`src/rtl/wb_chan_fanout_if.sv`:
```
// Bus bundle for the Wishbone channel fan-out: one host-side port plus the
// per-channel request lines and per-channel response/read-data returns.
//
// Handshake: a requester holds cyc&stb (and we/adr/dat/sel stable) until the
// responder pulses exactly one of ack/err/rty for a single cycle; the request
// is complete on that cycle and the requester drops stb (and cyc) afterwards.
// The same rule applies independently on every downstream channel.
interface wb_chan_fanout_if #(
  parameter int NCHAN          = 8,
  parameter int ADR_WIDTH      = 22,
  parameter int DAT_WIDTH      = 32,
  parameter int LOCAL_ADR_BITS = 8
);
  // host side
  logic                   wb_cyc_i;
  logic                   wb_stb_i;
  logic                   wb_we_i;
  logic [ADR_WIDTH-1:0]   wb_adr_i;
  logic [DAT_WIDTH-1:0]   wb_dat_i;
  logic [DAT_WIDTH/8-1:0] wb_sel_i;
  logic                   wb_ack_o;
  logic                   wb_err_o;
  logic                   wb_rty_o;
  logic [DAT_WIDTH-1:0]   wb_dat_o;

  // channel side
  logic [NCHAN-1:0]                wbm_cyc_o;
  logic [NCHAN-1:0]                wbm_stb_o;
  logic                            wbm_we_o;
  logic [LOCAL_ADR_BITS-1:0]       wbm_adr_o;
  logic [DAT_WIDTH-1:0]            wbm_dat_o;
  logic [DAT_WIDTH/8-1:0]          wbm_sel_o;
  logic [NCHAN-1:0]                wbm_ack_i;
  logic [NCHAN-1:0]                wbm_err_i;
  logic [NCHAN-1:0]                wbm_rty_i;
  logic [NCHAN-1:0][DAT_WIDTH-1:0] wbm_dat_i;

  // fan-out block view: slave to the host, master to the channels
  modport slave (
    input  wb_cyc_i, wb_stb_i, wb_we_i, wb_adr_i, wb_dat_i, wb_sel_i,
    output wb_ack_o, wb_err_o, wb_rty_o, wb_dat_o,
    output wbm_cyc_o, wbm_stb_o, wbm_we_o, wbm_adr_o, wbm_dat_o, wbm_sel_o,
    input  wbm_ack_i, wbm_err_i, wbm_rty_i, wbm_dat_i
  );

  // host/channel-model view
  modport master (
    output wb_cyc_i, wb_stb_i, wb_we_i, wb_adr_i, wb_dat_i, wb_sel_i,
    input  wb_ack_o, wb_err_o, wb_rty_o, wb_dat_o,
    input  wbm_cyc_o, wbm_stb_o, wbm_we_o, wbm_adr_o, wbm_dat_o, wbm_sel_o,
    output wbm_ack_i, wbm_err_i, wbm_rty_i, wbm_dat_i
  );
endinterface

```
`src/rtl/wb_chan_fanout.sv`:
```
// Wishbone classic 1-to-NCHAN channel fan-out. Decodes a channel index from
// the host address, forwards a registered request to one channel (or to all
// channels on a broadcast write), collects the responses and returns a single
// ack/err/rty pulse. Adds decode errors, a per-transaction timeout with a
// saturating timeout counter, and host-abort handling. All outputs registered.
module wb_chan_fanout #(
  parameter int NCHAN          = 8,
  parameter int ADR_WIDTH      = 22,
  parameter int DAT_WIDTH      = 32,
  parameter int LOCAL_ADR_BITS = 8,
  parameter int CHAN_LSB       = 10,
  parameter int CHAN_BITS      = 3,
  parameter int BCAST_BIT      = 13,
  parameter int TIMEOUT_CYCLES = 255
) (
  input  logic                wb_clk_i,
  input  logic                wb_rst_i,
  wb_chan_fanout_if.slave     bus,
  output logic [15:0]         timeout_count_o,
  output logic [1:0]          state_o
);

  localparam int TW = (TIMEOUT_CYCLES < 2) ? 1 : $clog2(TIMEOUT_CYCLES);

  typedef enum logic [1:0] {
    IDLE = 2'd0,
    WAIT = 2'd1,
    RESP = 2'd2
  } state_t;

  state_t state_q, state_d;

  logic [NCHAN-1:0]     mask_q;     // channels targeted by this transaction
  logic [NCHAN-1:0]     done_q;     // channels that have responded
  logic [NCHAN-1:0]     cyc_q;      // channels still being driven
  logic                 err_f_q;
  logic                 rty_f_q;
  logic [TW-1:0]        timer_q;
  logic [DAT_WIDTH-1:0] rdat_q;

  logic                 ack_q, err_q, rty_q;
  logic [DAT_WIDTH-1:0] dat_q;
  logic                 we_q;
  logic [LOCAL_ADR_BITS-1:0] adr_q;
  logic [DAT_WIDTH-1:0]      wdat_q;
  logic [DAT_WIDTH/8-1:0]    sel_q;
  logic [15:0]               tcount_q;

  // request decode
  logic                 req;
  logic [CHAN_BITS-1:0] idx;
  logic                 bc;
  logic                 decode_err;
  logic [NCHAN-1:0]     req_mask;

  // response collection
  logic [NCHAN-1:0]     hit;
  logic [NCHAN-1:0]     done_d;
  logic                 err_d;
  logic                 rty_d;
  logic                 all_done;
  logic [DAT_WIDTH-1:0] rdat_d;

  // FSM actions
  logic accept;
  logic drop_all;
  logic timeout_hit;
  logic go_ack, go_err, go_rty;

  // Address bits outside the index/local/broadcast fields are ignored.
  logic unused_adr;
  assign unused_adr = ^bus.wb_adr_i;

  assign req        = bus.wb_cyc_i & bus.wb_stb_i;
  assign idx        = bus.wb_adr_i[CHAN_LSB +: CHAN_BITS];
  assign bc         = bus.wb_adr_i[BCAST_BIT];
  assign decode_err = (!bus.wb_we_i && bc) ||
                      (!bc && ({1'b0, idx} >= (CHAN_BITS+1)'(NCHAN)));
  assign req_mask   = bc ? {NCHAN{1'b1}} : (NCHAN'(1) << idx);

  // Only channels still being driven may contribute a response.
  assign hit      = (bus.wbm_ack_i | bus.wbm_err_i | bus.wbm_rty_i) & cyc_q;
  assign done_d   = done_q | hit;
  assign err_d    = err_f_q | (|(bus.wbm_err_i & cyc_q));
  assign rty_d    = rty_f_q | (|(bus.wbm_rty_i & cyc_q));
  assign all_done = (done_d == mask_q);

  // Capture unicast read data on a clean ack (ack together with err is an err).
  always_comb begin
    rdat_d = rdat_q;
    for (int c = 0; c < NCHAN; c++) begin
      if (cyc_q[c] && bus.wbm_ack_i[c] && !bus.wbm_err_i[c]) begin
        rdat_d = bus.wbm_dat_i[c];
      end
    end
  end

  // FSM state register
  always_ff @(posedge wb_clk_i) begin
    if (wb_rst_i) state_q <= IDLE;
    else          state_q <= state_d;
  end

  // FSM next state and per-cycle actions; abort beats completion beats timeout
  always_comb begin
    state_d     = state_q;
    accept      = 1'b0;
    drop_all    = 1'b0;
    timeout_hit = 1'b0;
    go_ack      = 1'b0;
    go_err      = 1'b0;
    go_rty      = 1'b0;
    case (state_q)
      IDLE: begin
        if (req) begin
          if (decode_err) begin
            state_d = RESP;
            go_err  = 1'b1;
          end else begin
            state_d = WAIT;
            accept  = 1'b1;
          end
        end
      end
      WAIT: begin
        if (!bus.wb_cyc_i) begin
          state_d  = IDLE;
          drop_all = 1'b1;
        end else if (all_done) begin
          state_d = RESP;
          if (err_d)      go_err = 1'b1;
          else if (rty_d) go_rty = 1'b1;
          else            go_ack = 1'b1;
        end else if (timer_q == TW'(TIMEOUT_CYCLES - 1)) begin
          state_d     = RESP;
          go_err      = 1'b1;
          drop_all    = 1'b1;
          timeout_hit = 1'b1;
        end
      end
      RESP:    state_d = IDLE;
      default: state_d = IDLE;
    endcase
  end

  // Datapath: request latch, response collection, host response and counter
  always_ff @(posedge wb_clk_i) begin
    if (wb_rst_i) begin
      mask_q   <= '0;
      done_q   <= '0;
      cyc_q    <= '0;
      err_f_q  <= 1'b0;
      rty_f_q  <= 1'b0;
      timer_q  <= '0;
      rdat_q   <= '0;
      ack_q    <= 1'b0;
      err_q    <= 1'b0;
      rty_q    <= 1'b0;
      dat_q    <= '0;
      we_q     <= 1'b0;
      adr_q    <= '0;
      wdat_q   <= '0;
      sel_q    <= '0;
      tcount_q <= '0;
    end else begin
      ack_q <= go_ack;
      err_q <= go_err;
      rty_q <= go_rty;
      dat_q <= (go_ack && !we_q) ? rdat_d : '0;
      if (accept) begin
        we_q    <= bus.wb_we_i;
        adr_q   <= bus.wb_adr_i[LOCAL_ADR_BITS-1:0];
        wdat_q  <= bus.wb_dat_i;
        sel_q   <= bus.wb_sel_i;
        mask_q  <= req_mask;
        cyc_q   <= req_mask;
        done_q  <= '0;
        err_f_q <= 1'b0;
        rty_f_q <= 1'b0;
        timer_q <= '0;
        rdat_q  <= '0;
      end else if (state_q == WAIT) begin
        done_q  <= done_d;
        err_f_q <= err_d;
        rty_f_q <= rty_d;
        rdat_q  <= rdat_d;
        timer_q <= timer_q + TW'(1);
        cyc_q   <= drop_all ? '0 : (mask_q & ~done_d);
      end
      if (timeout_hit && (tcount_q != 16'hFFFF)) begin
        tcount_q <= tcount_q + 16'd1;
      end
    end
  end

  assign bus.wb_ack_o  = ack_q;
  assign bus.wb_err_o  = err_q;
  assign bus.wb_rty_o  = rty_q;
  assign bus.wb_dat_o  = dat_q;
  assign bus.wbm_cyc_o = cyc_q;
  assign bus.wbm_stb_o = cyc_q;
  assign bus.wbm_we_o  = we_q;
  assign bus.wbm_adr_o = adr_q;
  assign bus.wbm_dat_o = wdat_q;
  assign bus.wbm_sel_o = sel_q;

  assign timeout_count_o = tcount_q;
  assign state_o         = state_q;

endmodule

```
`src/flat_wrapper.sv`:
```
// flat-port wrapper written by rule: the top's interface ports become plain ports
module wb_chan_fanout_flat 
#(
  parameter int NCHAN          = 8,
  parameter int ADR_WIDTH      = 22,
  parameter int DAT_WIDTH      = 32,
  parameter int LOCAL_ADR_BITS = 8,
  parameter int CHAN_LSB       = 10,
  parameter int CHAN_BITS      = 3,
  parameter int BCAST_BIT      = 13,
  parameter int TIMEOUT_CYCLES = 255
)
  (wb_clk_i, wb_rst_i, timeout_count_o, state_o, bus_wb_cyc_i, bus_wb_stb_i, bus_wb_we_i, bus_wb_adr_i, bus_wb_dat_i, bus_wb_sel_i, bus_wb_ack_o, bus_wb_err_o, bus_wb_rty_o, bus_wb_dat_o, bus_wbm_cyc_o, bus_wbm_stb_o, bus_wbm_we_o, bus_wbm_adr_o, bus_wbm_dat_o, bus_wbm_sel_o, bus_wbm_ack_i, bus_wbm_err_i, bus_wbm_rty_i, bus_wbm_dat_i);
  wb_chan_fanout_if #(.NCHAN(NCHAN), .ADR_WIDTH(ADR_WIDTH), .DAT_WIDTH(DAT_WIDTH), .LOCAL_ADR_BITS(LOCAL_ADR_BITS)) bus_i ();
  input  logic wb_clk_i;
  input  logic wb_rst_i;
  output logic [15:0] timeout_count_o;
  output logic [1:0] state_o;
  input wire logic [$bits(bus_i.wb_cyc_i)-1:0] bus_wb_cyc_i;
  input wire logic [$bits(bus_i.wb_stb_i)-1:0] bus_wb_stb_i;
  input wire logic [$bits(bus_i.wb_we_i)-1:0] bus_wb_we_i;
  input wire logic [$bits(bus_i.wb_adr_i)-1:0] bus_wb_adr_i;
  input wire logic [$bits(bus_i.wb_dat_i)-1:0] bus_wb_dat_i;
  input wire logic [$bits(bus_i.wb_sel_i)-1:0] bus_wb_sel_i;
  output wire logic [$bits(bus_i.wb_ack_o)-1:0] bus_wb_ack_o;
  output wire logic [$bits(bus_i.wb_err_o)-1:0] bus_wb_err_o;
  output wire logic [$bits(bus_i.wb_rty_o)-1:0] bus_wb_rty_o;
  output wire logic [$bits(bus_i.wb_dat_o)-1:0] bus_wb_dat_o;
  output wire logic [$bits(bus_i.wbm_cyc_o)-1:0] bus_wbm_cyc_o;
  output wire logic [$bits(bus_i.wbm_stb_o)-1:0] bus_wbm_stb_o;
  output wire logic [$bits(bus_i.wbm_we_o)-1:0] bus_wbm_we_o;
  output wire logic [$bits(bus_i.wbm_adr_o)-1:0] bus_wbm_adr_o;
  output wire logic [$bits(bus_i.wbm_dat_o)-1:0] bus_wbm_dat_o;
  output wire logic [$bits(bus_i.wbm_sel_o)-1:0] bus_wbm_sel_o;
  input wire logic [$bits(bus_i.wbm_ack_i)-1:0] bus_wbm_ack_i;
  input wire logic [$bits(bus_i.wbm_err_i)-1:0] bus_wbm_err_i;
  input wire logic [$bits(bus_i.wbm_rty_i)-1:0] bus_wbm_rty_i;
  input wire logic [$bits(bus_i.wbm_dat_i)-1:0] bus_wbm_dat_i;
  assign bus_i.wb_cyc_i = bus_wb_cyc_i;
  assign bus_i.wb_stb_i = bus_wb_stb_i;
  assign bus_i.wb_we_i = bus_wb_we_i;
  assign bus_i.wb_adr_i = bus_wb_adr_i;
  assign bus_i.wb_dat_i = bus_wb_dat_i;
  assign bus_i.wb_sel_i = bus_wb_sel_i;
  assign bus_wb_ack_o = bus_i.wb_ack_o;
  assign bus_wb_err_o = bus_i.wb_err_o;
  assign bus_wb_rty_o = bus_i.wb_rty_o;
  assign bus_wb_dat_o = bus_i.wb_dat_o;
  assign bus_wbm_cyc_o = bus_i.wbm_cyc_o;
  assign bus_wbm_stb_o = bus_i.wbm_stb_o;
  assign bus_wbm_we_o = bus_i.wbm_we_o;
  assign bus_wbm_adr_o = bus_i.wbm_adr_o;
  assign bus_wbm_dat_o = bus_i.wbm_dat_o;
  assign bus_wbm_sel_o = bus_i.wbm_sel_o;
  assign bus_i.wbm_ack_i = bus_wbm_ack_i;
  assign bus_i.wbm_err_i = bus_wbm_err_i;
  assign bus_i.wbm_rty_i = bus_wbm_rty_i;
  assign bus_i.wbm_dat_i = bus_wbm_dat_i;
  wb_chan_fanout #(.NCHAN(NCHAN), .ADR_WIDTH(ADR_WIDTH), .DAT_WIDTH(DAT_WIDTH), .LOCAL_ADR_BITS(LOCAL_ADR_BITS), .CHAN_LSB(CHAN_LSB), .CHAN_BITS(CHAN_BITS), .BCAST_BIT(BCAST_BIT), .TIMEOUT_CYCLES(TIMEOUT_CYCLES)) u_core (.wb_clk_i(wb_clk_i), .wb_rst_i(wb_rst_i), .bus(bus_i), .timeout_count_o(timeout_count_o), .state_o(state_o));
endmodule
```
`config.mk`:
```
export PLATFORM = sky130hd
export DESIGN_NAME = wb_chan_fanout_flat
export DESIGN_NICKNAME = d
export VERILOG_FILES = /design/src/rtl/wb_chan_fanout_if.sv /design/src/rtl/wb_chan_fanout.sv /design/src/flat_wrapper.sv
export SDC_FILE = /design/constraint.sdc
export NUM_CORES = 1
export LEC_CHECK = 0
export ABC_AREA = 0
export CAP_MARGIN = 20
export CORE_AREA = 2 2 175 177
export CTS_CLUSTER_DIAMETER = 50
export DETAILED_ROUTE_END_ITERATION = 7
export DIE_AREA = 0 0 177 179
export GPL_TIMING_DRIVEN = 0
export HOLD_SLACK_MARGIN = 0.06
export SYNTH_ARGS = -nofsm -noshare
export SYNTH_HDL_FRONTEND = slang
export SYNTH_SLANG_ARGS = --single-unit
export TNS_END_PERCENT = 10
```
`constraint.sdc`:
```
create_clock -name wb_clk_i -period 3.4 [get_ports wb_clk_i]
set_input_delay 0.34 -clock wb_clk_i [delete_from_list [all_inputs] [get_ports wb_clk_i]]
set_output_delay 0.34 -clock wb_clk_i [all_outputs]
set_load 0.02 [all_outputs]
```
; Word-level counts from Yosys, hierarchy flattened
; Cells that the tools add are included.
; W data, S select, Z words.
[word_totals]
reg_bits = 164
latch_bits = 0
ram_bits = 0
mem_bits_ro = 0
input_bits = 343
output_inout_bits = 114
word_cells = 117
n_memories = 0
[op_classes]
n_addsub = 2
n_mul = 0
n_div = 0
n_lt_le_gt_ge = 0
n_eq_ne = 6
shift = 1
muxes = 39
bitwise = 15
reduce_logical = 37
[op_table]
columns = op, count
row1 = $mux W32, 8
row2 = $and A8 B8 Y8, 4
row3 = $mux W8, 4
row4 = $or A8 B8 Y8, 3
row5 = $mux W1, 20
row6 = $logic_and A1 B1 Y1, 19
row7 = $add A16 B1 Y16 const B, 1
row8 = $ne A16 B16 Y1 const B, 1
row9 = $reduce_or A8 Y1, 2
row10 = $logic_not A1 Y1, 10
row11 = $mux W2, 5
row12 = $add A8 B1 Y8 const B, 1
row13 = $eq A8 B8 Y1, 1
row14 = $eq A8 B8 Y1 const B, 1
row15 = $not A8 Y8, 1
row16 = $shl A1 B3 Y8 const A, 1
row17 = $reduce_or A5 Y1, 1
row18 = $ne A4 B2 Y1 const B, 1
row19 = $not A1 Y1, 4
row20 = $pmux W2 S2, 1
row21 = $reduce_or A2 Y1, 2
row22 = $eq A2 B1 Y1 const B, 1
row23 = $logic_not A2 Y1, 1
row24 = $ne A2 B1 Y1 const B, 1
row25 = other kinds (5), 6

; Logic depth before layout (Yosys ltp)
[depth]
word_depth = 11
ltp_mapped = 11
mapped_depth_nobuf = 8

; Worst setup path before layout
; OpenSTA, ideal clock, no wires.
[synth_path]
kind = reg2reg
start = register u_core.cyc_q[0] (netlist: u_core.bus.wbm_cyc_o[0])
end = register u_core.tcount_q[15] (netlist: u_core.timeout_count_o[15])
setup_time_ns = 0.123
arrival_ns = 2.836
required_time_ns = 3.277
setup_slack_ns = 0.441
stages_incl_launch_ff = 10
n_path_buf = 2
period_less_slack_ns = 2.959
path_cell_list = dfxtp_1 > clkbuf_1 > clkbuf_1 > a21oi_1 > ha_1 > and4_1 > a2111o_1 > or3_4 > nor3_2 > mux2_1
[synth_via]
elab_chain_cells = 7
[synth_lines]
columns = item, line
row1 = "start, declared", wb_chan_fanout.sv:35  ; logic [NCHAN-1:0] cyc_q;
row2 = "start signal, assigned", wb_chan_fanout.sv:176  ; cyc_q <= req_mask;
row3 = "start signal, assigned", wb_chan_fanout.sv:188  ; cyc_q <= drop_all ? '0 : (mask_q & ~done_d);
row4 = $and A8 B8 Y8, wb_chan_fanout.sv:82  ; assign hit = (bus.wbm_ack_i | bus.wbm_err_i | bus.wbm_rty_i) & cyc_q;
row5 = $or A8 B8 Y8, wb_chan_fanout.sv:83  ; assign done_d = done_q | hit;
row6 = $eq A8 B8 Y1, wb_chan_fanout.sv:86  ; assign all_done = (done_d == mask_q);
row7 = $mux W1, wb_chan_fanout.sv:129  ; end else if (all_done) begin
row8 = $mux W1, wb_chan_fanout.sv:126  ; if (!bus.wb_cyc_i) begin
row9 = $mux W1, wb_chan_fanout.sv:113  ; case (state_q)
row10 = $logic_and A1 B1 Y1, wb_chan_fanout.sv:190  ; if (timeout_hit && (tcount_q != 16'hFFFF)) begin
row11 = "end signal, assigned", wb_chan_fanout.sv:191  ; tcount_q <= tcount_q + 16'd1;
row12 = "end, declared", wb_chan_fanout.sv:47  ; logic [15:0] tcount_q;
; No other way between the ends.
; A chain may end at the register's enable or synchronous reset.

; Worst setup path after layout
[layout_path]
start = input port bus_wbm_err_i[0]
end = register u_core.tcount_q[15] (netlist: u_core.timeout_count_o[15])
[layout_via]
elab_chain_cells = 9
[layout_lines]
columns = item, line
row1 = "start, declared", flat_wrapper.sv:36  ; input wire logic [$bits(bus_i.wbm_err_i)-1:0] bus_wbm_err_i;
row2 = $or A8 B8 Y8 (2 in series), wb_chan_fanout.sv:82
row3 = $and A8 B8 Y8, wb_chan_fanout.sv:82
row4 = $or A8 B8 Y8, wb_chan_fanout.sv:83
row5 = $eq A8 B8 Y1, wb_chan_fanout.sv:86
row6 = $mux W1, wb_chan_fanout.sv:129
row7 = $mux W1, wb_chan_fanout.sv:126
row8 = $mux W1, wb_chan_fanout.sv:113
row9 = $logic_and A1 B1 Y1, wb_chan_fanout.sv:190
; No other way between the ends.

==> results.md <==
* WP data required at between 3000 and 4000 ps
* Slowest CP cell: a2111o_1
* Highest clock rate at 0.3085 GHz
* Worst slack at placement at -765.8 ps
* DPL Wire Length at 35280 µm
* Clock sinks at around 160
* Antenna Nets Post-Route at 0
* Die area at ~0.032 mm²
* H-tree depth at 4
* Worst setup EP type: register
* Initial core utilization at 0.2965
* Drt total wl at 44450 µm
* WL/cell at about 22 µm
* Hold WC Path Type: input pin to register
* Netlist cell types at 54
* Drt first-iter violations at about 700
* Endpoints failing setup at 0
* Number of synthesized flops with an enable pin at 0
* Reg2Reg Depth at 8
* Ys async rst share at 0
* Outcome: complete, no violations
* CP Data Arrival Time at 3580 ps
* Placed insts at between 1500 and 2000
* Area grow syn2layout at 62.75%
* Synth Cell Area at roughly 0.009 mm²
* Mean Syn Cell Area at about 7.8 µm²
* Root Driver: clkbuf_16
* Register area share after synthesis at 0.3687
* Total grt overflow at 0
* Post-layout net count at 1958
* RSZ-0062 raised after global routing: false
* Clk_lat worst skew at 450 ps
* Final WS setup at around 160 ps
* TNS Setup at 0 ps
* Pre-antenna DRT Iters at 5
* Worst reg2reg setup slack at roughly 310 ps
* Crit. Startpoint: bus_wbm_err_i[0]
* Synth area leader: dfxtp_1
* Leak pwr at a little over 5 nW
* Delay of the slowest cell on the worst path at about 540 ps
* Tcrit/Tclk final at 0.9535
* Hold Slack at around 410 ps
* Critical Path Start Type: input pin
* Synthesized flop and latch total at ~160
* Total GRT Usage at 0.2687
* Final Skew at 22.60 ps
* Largest net degree at the start of global routing at 21
* Clock buffer depth at 2
* Reg2Reg Capture Point: u_core.timeout_count_o[15]
* Layout cells sized above 1 at 0.04453
* CP Capture Point: u_core.timeout_count_o[15]
* Max-slew headroom at 0.4163
* Final slew viol count at 0
* CP Max Fanout at 15
* # DRC at 0
* Slew @ Worst Pin at between 800 and 900 ps
* Yosys warns at 0
* First-pass GRT wire length at approximately 64000 µm
* Core footprint at 0.03003 mm²
* Post-Layout Cell Count at approximately 2000
* Power per cell area at about 350 mW/mm²
* Die width at approximately 180 µm
* Die Y at ~180 µm
* Mapped Cells at 1142
* Row count at between 60 and 70
* Hold Vio Cnt, Final at 0
* Via density at around 5.3
* Reg-to-Reg Start: u_core.bus.wbm_cyc_o[0]
* Postcts setup bufs at 0
* Tmin final at ~3200 ps
* Final Util at 0.4825
* Via Count at roughly 11000
* Synth top area cells: dfxtp_1, nand2_1, o21ai_0, nor2_1, a21oi_1
* Crit-path cells: dlygate4sd2_1 > or3_1 > a21oi_1 > ha_1 > and4_1 > a2111o_1 > or3_4 > nor3_2 > mux2_1
* Most used DFF post-synth: dfxtp_1
* Post-synth top area share at 0.3687
* IO Count at around 460
* Syn_nets at ~1500
* CTS tree: built
* Initial antenna violation count at 12
* CTS clk-pin slew, worst paths at ~90 ps
* PortBufs at approximately 440
* Peak VDD IR at ~0.27 mV
* Max_cap viols at 0
* Vias in the first global route at ~11000
* GPL Wtd Cong at approximately 0.92
* Num CTS Buffers at 17
* Crit Path Class: input pin to register
[cell usage after synthesis (2+ instances only)]
master and instances:
nand2_1 175, dfxtp_1 164, o21ai_0 127, nor2_1 112, clkbuf_1 74, a21oi_1 69
nor3_1 47, a211oi_1 34, nand2b_1 32, and4b_1 31, a221o_1 30, a32oi_1 30
o211a_1 30, buf_2 19, xnor2_1 14, or3_1 13, ha_1 11, nand3_1 11
buf_4 8, nand3b_1 8, a221oi_1 7, a22oi_1 7, and3b_1 7, a31oi_1 6
inv_1 6, nand4_1 6, o21ai_1 6, and3_1 5, nor4_2 5, xor2_1 5
and4_1 4, or4bb_1 4, buf_1 3, nor2b_1 3, nor4b_1 3, a222oi_1 2
mux2i_1 2, nor4_1 2, o211ai_1 2, o21bai_1 2, o311ai_0 2, o31ai_1 2
[layout make-up]
| type | count | area, µm² |
|---|---|---|
| well taps | 396 | 495.5 |
| multi-input cells | 867 | 5142 |
| clock buffers | 17 | 425.4 |
| clock inverters | 15 | 198.9 |
| plain buffers | 103 | 452.9 |
| repair buffers | 445 | 4447 |
| inverters | 6 | 22.52 |
| flip-flops and latches | 164 | 3283 |
| fillers | 2989 | 15540 |
| diodes | 9 | 22.52 |
[cells by family after synthesis]
group,Yosys count,share of synthesized area
mux,3,0.003513
compound gates,360,0.2705
flops,164,0.3687
fa+ha+maj,11,0.01546
xor+xnor,19,0.01869
buf+inv,111,0.05368
simple gates,474,0.2694
[routing by layer]
layer  track usage  wire, µm  share of wire  vias up
met3       0.07167      3633          0.082       91
met2        0.4564     21220           0.48      520
met4        0.1271      1757          0.040        4
li1              -         -              -     5103
met5             0        26        0.00058        -
met1        0.3143     17820           0.40     4999
[per-stage QoR]
step / power [mW] / instance area [µm²]
after floorplan: 2.376 / 8904
after global placement: 2.992 / 13840
after detailed placement: 2.994 / 13840
after CTS: 5.047 / 14470
after global routing: 5.190 / 14490
final: 5.010 / 14490
[critical path, delay by kind of cell]
kind	cells	cell delay, ps
AO/OA/AOI/OAI	2	770
adder cells (fa/ha/maj)	1	270
buffers and inverters	1	530
multiplexers	1	340
AND/OR/NAND/NOR	4	1320
[state kept, by name, summed over array words and instances (netlist names), 2 cells and up]
| signal | cells |
|---|---|
| u_core.bus.wb_dat_o | 32 |
| u_core.bus.wbm_adr_o | 8 |
| u_core.bus.wbm_cyc_o | 8 |
| u_core.bus.wbm_dat_o | 32 |
| u_core.bus.wbm_sel_o | 4 |
| u_core.done_q | 8 |
| u_core.mask_q | 8 |
| u_core.rdat_q | 32 |
| u_core.state_o | 2 |
| u_core.timeout_count_o | 16 |
| u_core.timer_q | 8 |
[report_power, final]
part / total, mW / leakage (nW) / internal, mW / switching (mW)
clock network: 2.05 / 0.301 / 1.01 / 1.04
logic: 0.959 / 3.45 / 0.535 / 0.424
registers: 2.00 / 1.33 / 1.96 / 0.0367
total: 5.01 / 5.07 / 3.51 / 1.50
[placed cells by master, fill, tap and decap left out, types with 9 or more instances in the layout]
cell / Yosys / routed
ha_1: 11 / 11
o211a_1: 30 / 30
a211oi_1: 34 / 34
nand2b_1: 32 / 32
a21oi_1: 69 / 69
clkbuf_1: 74 / 70
xnor2_1: 14 / 14
clkdlybuf4s50_1: 0 / 442
nor2_1: 112 / 112
diode_2: 0 / 9
a32oi_1: 30 / 30
and4b_1: 31 / 31
dfxtp_1: 164 / 164
a221o_1: 30 / 30
buf_2: 19 / 20
o21ai_0: 127 / 127
clkbuf_16: 0 / 17
nor3_1: 47 / 47
nand2_1: 175 / 175
or3_1: 13 / 13
nand3_1: 11 / 11
[worst min path at each step]
stage,startpoint,to,slack [ps],cells past startpoint
after floorplan,u_core.rdat_q[30],u_core.rdat_q[30],420,2
after global placement,u_core.rdat_q[21],u_core.rdat_q[21],440,2
after detailed placement,u_core.rdat_q[27],u_core.rdat_q[27],440,2
after CTS,bus_wb_adr_i[13],u_core.mask_q[4],410,3
after global routing,bus_wb_dat_i[28],u_core.bus.wbm_dat_o[28],430,3
final,bus_wb_adr_i[13],u_core.mask_q[4],410,3
[repair_timing]
item                       4_1_cts  5_1_grt
setup endpoints to repair       42        1
gates cloned                     0        0
gates resized for setup          5        0
hold buffers                     0        0
Note: power is estimated with default switching activity, not from simulation.
